## src/rtl/mix_columns_engine.sv

```systemverilog
// Iterative AES MixColumns / InvMixColumns engine, COLS_PER_CYCLE columns per clock.
// Optional MIX_COLUMNS_BYPASS_EN adds in_bypass to pass a state through untransformed.
module mix_columns_engine #(
    parameter int NUM_COLS       = 4,
    parameter int COLS_PER_CYCLE = 1
) (
    input  logic                  clk,
    input  logic                  rst,
    input  logic                  in_valid,
    output logic                  in_ready,
    input  logic [32*NUM_COLS-1:0] in_data,
    input  logic                  in_inv,
`ifdef MIX_COLUMNS_BYPASS_EN
    input  logic                  in_bypass,
`endif
    output logic                  out_valid,
    input  logic                  out_ready,
    output logic [32*NUM_COLS-1:0] out_data,
    output logic                  busy
);

    localparam int W      = 32 * NUM_COLS;
    localparam int GW     = 32 * COLS_PER_CYCLE;
    localparam int GROUPS = NUM_COLS / COLS_PER_CYCLE;
    localparam int CNT_W  = (GROUPS > 1) ? $clog2(GROUPS) : 1;
    localparam logic [CNT_W-1:0] LAST_GRP = CNT_W'(GROUPS - 1);

    generate
        if (!((COLS_PER_CYCLE == 1) || (COLS_PER_CYCLE == 2) || (COLS_PER_CYCLE == 4)) ||
            (NUM_COLS < 1) || ((NUM_COLS % COLS_PER_CYCLE) != 0)) begin : g_bad_cfg
            $error("mix_columns_engine: illegal NUM_COLS/COLS_PER_CYCLE combination");
        end
    endgenerate

    typedef enum logic [1:0] {IDLE, BUSY, DONE} state_t;

    function automatic logic [7:0] xtime(input logic [7:0] a);
        return {a[6:0], 1'b0} ^ (a[7] ? 8'h1b : 8'h00);
    endfunction

    // k is a 4-bit constant coefficient; product built from the x, 2x, 4x, 8x chain.
    function automatic logic [7:0] gmul(input logic [7:0] a, input logic [3:0] k);
        logic [7:0] m2, m4, m8;
        m2 = xtime(a);
        m4 = xtime(m2);
        m8 = xtime(m4);
        return (k[0] ? a : 8'h00) ^ (k[1] ? m2 : 8'h00) ^
               (k[2] ? m4 : 8'h00) ^ (k[3] ? m8 : 8'h00);
    endfunction

    function automatic logic [31:0] mix_col(input logic [31:0] col, input logic inv);
        logic [7:0]  a [4];
        logic [3:0]  k [4];
        logic [7:0]  acc;
        logic [31:0] res;
        for (int r = 0; r < 4; r++) a[r] = col[31-8*r -: 8];
        k[0] = inv ? 4'he : 4'h2;
        k[1] = inv ? 4'hb : 4'h3;
        k[2] = inv ? 4'hd : 4'h1;
        k[3] = inv ? 4'h9 : 4'h1;
        res = '0;
        for (int r = 0; r < 4; r++) begin
            acc = 8'h00;
            for (int j = 0; j < 4; j++) acc ^= gmul(a[(r+j)%4], k[j]);
            res[31-8*r -: 8] = acc;
        end
        return res;
    endfunction

    state_t           state_q, state_d;
    logic [CNT_W-1:0] cnt_q, cnt_d;
    logic [W-1:0]     work_q, work_d;
    logic             inv_q, inv_d;
    logic             take_bypass;

`ifdef MIX_COLUMNS_BYPASS_EN
    assign take_bypass = in_bypass;
`else
    assign take_bypass = 1'b0;
`endif

    // Active column group is shifted to the top, transformed, then shifted back into place.
    int           shamt;
    logic [W-1:0] shifted, grp_ext, grp_mask, updated;
    logic [GW-1:0] grp_in, grp_out;

    always_comb begin
        shamt   = int'(cnt_q) * GW;
        shifted = work_q << shamt;
        grp_in  = shifted[W-1 -: GW];
        for (int c = 0; c < COLS_PER_CYCLE; c++)
            grp_out[GW-1-32*c -: 32] = mix_col(grp_in[GW-1-32*c -: 32], inv_q);
        grp_ext          = '0;
        grp_ext[W-1 -: GW] = grp_out;
        grp_mask = (~({W{1'b1}} >> GW)) >> shamt;
        updated  = (work_q & ~grp_mask) | (grp_ext >> shamt);
    end

    always_comb begin
        state_d = state_q;
        cnt_d   = cnt_q;
        work_d  = work_q;
        inv_d   = inv_q;
        case (state_q)
            IDLE: begin
                if (in_valid) begin
                    work_d  = in_data;
                    inv_d   = in_inv;
                    cnt_d   = '0;
                    state_d = take_bypass ? DONE : BUSY;
                end
            end
            BUSY: begin
                work_d = updated;
                cnt_d  = cnt_q + 1'b1;
                if (cnt_q == LAST_GRP) state_d = DONE;
            end
            DONE: begin
                if (out_ready) state_d = IDLE;
            end
            default: state_d = IDLE;
        endcase
    end

    always_ff @(posedge clk) begin
        if (rst) begin
            state_q <= IDLE;
            cnt_q   <= '0;
        end else begin
            state_q <= state_d;
            cnt_q   <= cnt_d;
        end
    end

    always_ff @(posedge clk) begin
        work_q <= work_d;
        inv_q  <= inv_d;
    end

    assign in_ready  = (state_q == IDLE);
    assign out_valid = (state_q == DONE);
    assign busy      = (state_q != IDLE);
    // Gating keeps partial or discarded working state off the output bus.
    assign out_data  = (state_q == DONE) ? work_q : '0;

endmodule
```

## config.mk

```make
export PLATFORM = sky130hd
export DESIGN_NAME = mix_columns_engine
export DESIGN_NICKNAME = d
export VERILOG_FILES = /design/src/rtl/mix_columns_engine.sv
export SDC_FILE = /design/constraint.sdc
export NUM_CORES = 1
export LEC_CHECK = 0
export ABC_AREA = 0
export BUFFER_PORTS_ARGS = -buffer_cell sky130_fd_sc_hd__buf_2
export CELL_PAD_IN_SITES_DETAIL_PLACEMENT = 0
export CELL_PAD_IN_SITES_GLOBAL_PLACEMENT = 1
export CORE_MARGIN = 2
export CORE_UTILIZATION = 46
export CTS_CLUSTER_DIAMETER = 40
export DETAILED_ROUTE_END_ITERATION = 6
export PLACE_DENSITY_LB_ADDON = 0.1
export RECOVER_POWER = 50
export SLEW_MARGIN = 10
export SYNTH_ARGS = -nofsm -noshare
export SYNTH_HDL_FRONTEND = slang
export SYNTH_SLANG_ARGS = --single-unit
```

## constraint.sdc

```tcl
create_clock -name clk -period 7.4 [get_ports clk]
set_input_delay 1.11 -clock clk [delete_from_list [all_inputs] [get_ports clk]]
set_output_delay 1.11 -clock clk [all_outputs]
set_load 0.02 [all_outputs]
```

==> results of run 1 <==
-- area by class of cell --
cell class	count	area, µm²
Clock buffer	17	425
Fill cell	2175	10500
Sequential cell	133	3960
Multi-Input combinational cell	781	6540
Tap cell	319	399
Timing Repair Buffer	275	1370
Clock inverter	14	213
Inverter	8	30.0
-- state kept, by name, indices dropped and copies added, names as in the netlist --
register	count
inv_q	1
work_q	128
state_q	2
cnt_q	2
-- metrics by stage --
step	util (%)	hold slack (ns)	instances	setup slack [ns]	instance area, µm²
3_5_place_dp	52.7	0.628	1516	2.95	12300
6_report	55.2	0.643	1547	2.19	12900
3_3_place_gp	52.7	0.619	1516	3.01	12300
2_1_floorplan	-	0.586	1013	2.76	10900
5_1_grt	55.2	0.684	1547	1.85	12900
4_1_cts	55.5	0.643	1547	2.94	13000
-- kinds of logic after synthesis --
kind of cell	synth area share, %
mux	7.02
compound gates	12.0
simple gates	18.2
xor+xnor	21.9
flops	36.3
buf+inv	4.20
fa+ha+maj	0.459
-- worst max-delay path, stage by stage, from the launching register on --
cell and delay (ns):
sky130_fd_sc_hd__dfxtp_1 0.41, sky130_fd_sc_hd__nor2b_1 1.24, sky130_fd_sc_hd__clkbuf_2 1.41, sky130_fd_sc_hd__and2_1 0.34
sky130_fd_sc_hd__buf_2 0.20
-- Yosys cell counts, types with 11 or more instances --
master	n	area [µm²]
sky130_fd_sc_hd__clkbuf_1	69	259
sky130_fd_sc_hd__mux4_2	31	698
sky130_fd_sc_hd__a221oi_1	68	596
sky130_fd_sc_hd__and2_1	130	813
sky130_fd_sc_hd__edfxtp_1	129	3870
sky130_fd_sc_hd__nor2_1	167	627
sky130_fd_sc_hd__nand2_1	50	188
sky130_fd_sc_hd__xnor2_1	102	893
sky130_fd_sc_hd__nor3b_1	32	240
sky130_fd_sc_hd__xnor3_1	31	698
sky130_fd_sc_hd__a221o_1	31	310
sky130_fd_sc_hd__a21oi_1	11	55.1
sky130_fd_sc_hd__o21ai_1	12	60.1
sky130_fd_sc_hd__xor2_1	35	307
-- routing by layer --
layer	vias up	routed length [µm]	part of all wire, %
li1	4064	-	-
met3	60	2970	7.7
met1	4601	16600	43
met2	503	17800	46
met4	0	998	2.6
met5	-	0	0
-- worst paths after layout --
kind	startpoint	end	slack, ns	depth (start not counted)
max	state_q[1]	out_data[33]	2.19	4
min reg2reg	work_q[104]	work_q[104]	0.64	2
max reg2reg	state_q[1]	work_q[6]	2.31	3
min	work_q[104]	work_q[104]	0.64	2
==> impl_metrics.toml, run 1 <==
[synth]
postSynthRegisterBits = 133
synth_cell_type_count = 43
syn_area_per_cell_um2 = 10.8
synth_area_um2 = 10900
seq_area_frac_synth_pct = 36.3
syn_nets = 1150
synth_top_flop_cell = "sky130_fd_sc_hd__edfxtp_1"
yosysWarnings = 0
ys_async_sr_fraction_pct = 0
synth_cells = 1013
synth-edff-count = 129

[setup_path]
critical_path_peak_fanout = 100
crit_required_ns = 6.29
timing.critical_path.from_type = "flop"
worst-setup-path-type = "flop to output pin"
endpoint_kind_of_the_worst_setup_timing_path = "output pin"
critPathArrivalTime_ns = 4.10

[detailed_routing]
post-route-drc-count = 0
detailroute.via_count = 9228
postRouteWirelength_mm = 38.3
first_iter_violations = 954
avgViaCountPerCell = 5.97
antenna_left = 0
wire_length_per_cell_um = 24.8
drt_first_pass_iters = 7

[cells_and_area]
layout-drive-gt1-share_pct = 28.3
area_delta_synth_final_pct = 18.5
antennaDiodeCount = 0
most_common_library_cell_in_the_layout_ignoring_fill_and_taps = "sky130_fd_sc_hd__buf_2"
final_cell_mix = "sky130_fd_sc_hd__buf_2, sky130_fd_sc_hd__nor2_1, sky130_fd_sc_hd__edfxtp_1, sky130_fd_sc_hd__xnor2_1, sky130_fd_sc_hd__and2_1"
fin_nets = 1353

[clocking]
postCtsHoldBufs = 0
postCtsResizedCells = 0
cts_tree = "yes"
clockRootBuffer = "sky130_fd_sc_hd__clkbuf_16"
cts-root-to-sink-buffers = 2
cts_inserted_buffers = 17
cts.sink_count = 133
clk_pin_slew_ns = 0.07
cts-htree-levels = 4
clock_latency_on_the_worst_skew_pair_ns = 0.44
postCtsSetupRepairBufs = 0

[global_routing]
grt_antenna_before_repair = 0
groute.layer.met2.usage_pct = 46.1
grt.overflow.total = 0
gr-max-usage-layer = "met2"
met3_grt_util_pct = 5.56
grt_first_pass_wirelength_mm = 56.2
gr-usage-all-layers_pct = 30.6
grt_start_max_net_pins = 101
grt_pass1_vias = 9109
grt.met1_usage_pct = 44.6

[sta]
fin_worst_skew_ns = 0.0130
slew-limit-headroom_pct = -70.8
hold_viol_final = 0
period_needed_ns = 5.21
rsz0062_at_grt = "no"
final.period_utilization_pct = 70.4
highest_clock_frequency_the_design_can_meet_ghz = 0.192
tightest_slew_ns = 2.56
setup_viol = 0
maxSlewViolCount = 326
setup_tns_ns = 0

[floorplan]
die_height_um = 158
ios = 264
die_area_um2 = 25000
core.rowCount = 56
initial_core_util_pct = 46.6
floorplan.core_area_um2 = 23400
fp.dieW_um = 158

[status]
failed_checks = "max-capacitance violations, max-slew violations"
run_status = "finished, violations left"

[place]
finalWeightedCongestion = 0.900
place.detailed.hpwl_mm = 26.1
port_buffers = 263

[hold_path]
holdCritPathClass = "flop to flop"

[flow_run]
cap_violations = 6
Power of run 1 is not shown: default switching activity piles up to over one toggle a cycle in this logic, so the estimate is an artifact.
==> inputs of run 2 (changes only) <==
- CORE_UTILIZATION: 46 -> 39
- clock period: 7.4 -> 4.2 ns (I/O delays scaled with it)
==> impl_metrics.toml, run 2 (same netlist as run 1, synthesis figures left out) <==
[setup_path]
critical-path-max-stage-delay_ns = 0.74
endpoint_kind_of_the_worst_setup_timing_path = "flop"
critPathArrivalTime_ns = 4.13
crit_buf_inv = 1
critical_path.cell_chain = "buf_4 -> mux4_2 -> xnor3_2 -> xnor3_1 -> xor2_1 -> nand2_2 -> xnor3_1 -> a221oi_1 -> nor2_1"
cpMaxStageDelayCell = "sky130_fd_sc_hd__dfxtp_2"
critical-path-top-cell-by-count = "sky130_fd_sc_hd__xnor3_1"
crit_required_ns = 4.38
critical_path_peak_fanout = 19
worst-setup-path-type = "flop to flop"
cpLargestDelayFamily = "XOR/XNOR gates"
timing.critical_path.from_type = "flop"

[clocking]
postCtsResizedCells = 0
cts_tree = "yes"
cts.sink_count = 133
clockRootBuffer = "sky130_fd_sc_hd__clkbuf_16"
cts-root-to-sink-buffers = 2
postCtsHoldBufs = 0
clock_latency_on_the_worst_skew_pair_ns = 0.44
clk_pin_slew_ns = 0.07
cts-htree-levels = 4
postCtsSetupRepairBufs = 0
cts_inserted_buffers = 17

[detailed_routing]
post-route-drc-count = 0
postRouteWirelength_mm = 39.5
detailroute.via_count = 9200
avgViaCountPerCell = 5.66
wire_length_per_cell_um = 24.3
antenna_left = 0
drt_first_pass_iters = 6
first_iter_violations = 772

[sta]
rsz0062_at_grt = "no"
final.period_utilization_pct = 93.9
period_needed_ns = 3.94
hold_viol_final = 0
fin_worst_skew_ns = 0.0159
highest_clock_frequency_the_design_can_meet_ghz = 0.254
setup_tns_ns = 0
maxSlewViolCount = 141
tightest_slew_ns = 2.66
setup_viol = 0
slew-limit-headroom_pct = -77.4

[global_routing]
grt_start_max_net_pins = 108
grt_first_pass_wirelength_mm = 57.9
grt_pass1_vias = 9131
grt_antenna_before_repair = 0
gr-usage-all-layers_pct = 27.1
grt.overflow.total = 0

[cells_and_area]
most_common_library_cell_in_the_layout_ignoring_fill_and_taps = "sky130_fd_sc_hd__buf_2"
area_delta_synth_final_pct = 20.3
multi_input_comb_area_um2 = 6540
fill_cell_count = 2717
post-route-util_pct = 47.5
layout-drive-gt1-share_pct = 28.9
final_cell_mix = "sky130_fd_sc_hd__buf_2, sky130_fd_sc_hd__nor2_1, sky130_fd_sc_hd__edfxtp_1, sky130_fd_sc_hd__and2_1, sky130_fd_sc_hd__xnor2_1"
seqCellArea_um2 = 3960
registers.top_by_ff_count = "work_q"
largest_register_ff_count = 128
antennaDiodeCount = 0
reg.largest.list = "work_q: 128 flops, cnt_q: 2 flops, state_q: 2 flops"
fin_nets = 1371

[floorplan]
initial_core_util_pct = 39.5
die_area_um2 = 29300
core.rowCount = 61
fp.dieW_um = 171
die_height_um = 171
floorplan.core_area_um2 = 27600
ios = 264

[status]
run_status = "finished, violations left"
failed_checks = "max-capacitance violations, max-slew violations"

[flow_run]
cap_violations = 2

[place]
place.detailed.hpwl_mm = 27.6
port_buffers = 263
finalWeightedCongestion = 0.890

[hold_path]
holdCritPathClass = "input pin to flop"
[run 2: path summary, 6_finish.rpt]
| check | start | end | slack, ns | cells past startpoint |
|---|---|---|---|---|
| worst max-delay path | cnt_q[1] | work_q[45] | 0.26 | 9 |
| worst min-delay path | rst | cnt_q[1] | 0.42 | 2 |
| worst max register to register | cnt_q[1] | work_q[45] | 0.26 | 9 |
| worst min register to register | work_q[76] | work_q[76] | 0.65 | 2 |
[run 2: final cells by class]
class | instances | share of cell area (%)
Clock buffer | 17 | 3.24
Multi-Input combinational cell | 781 | 49.8
Inverter | 8 | 0.229
Clock inverter | 15 | 1.17
Tap cell | 378 | 3.60
Sequential cell | 133 | 30.2
Timing Repair Buffer | 293 | 11.7
[run 2: metal layers]
metal	share of wire (%)	GRT usage [%]	wire length, µm
met1	44	38.1	17200
met2	48	43.5	18800
met3	6.7	4.05	2640
met4	2.1	7.55	850
met5	0	0	0
[run 2: stage by stage]
step | std cells | setup slack (ns) | area [µm²] | hold WS (ns)
6_report | 1625 | 0.256 | 13100 | 0.422
2_1_floorplan | 1013 | 0.864 | 10900 | 0.586
3_3_place_gp | 1593 | 0.347 | 12600 | 0.615
4_1_cts | 1625 | 0.236 | 13200 | 0.400
3_5_place_dp | 1593 | 0.257 | 12600 | 0.625
5_1_grt | 1625 | 0.0334 | 13100 | 0.431
Power of run 2 is left out for the same reason.
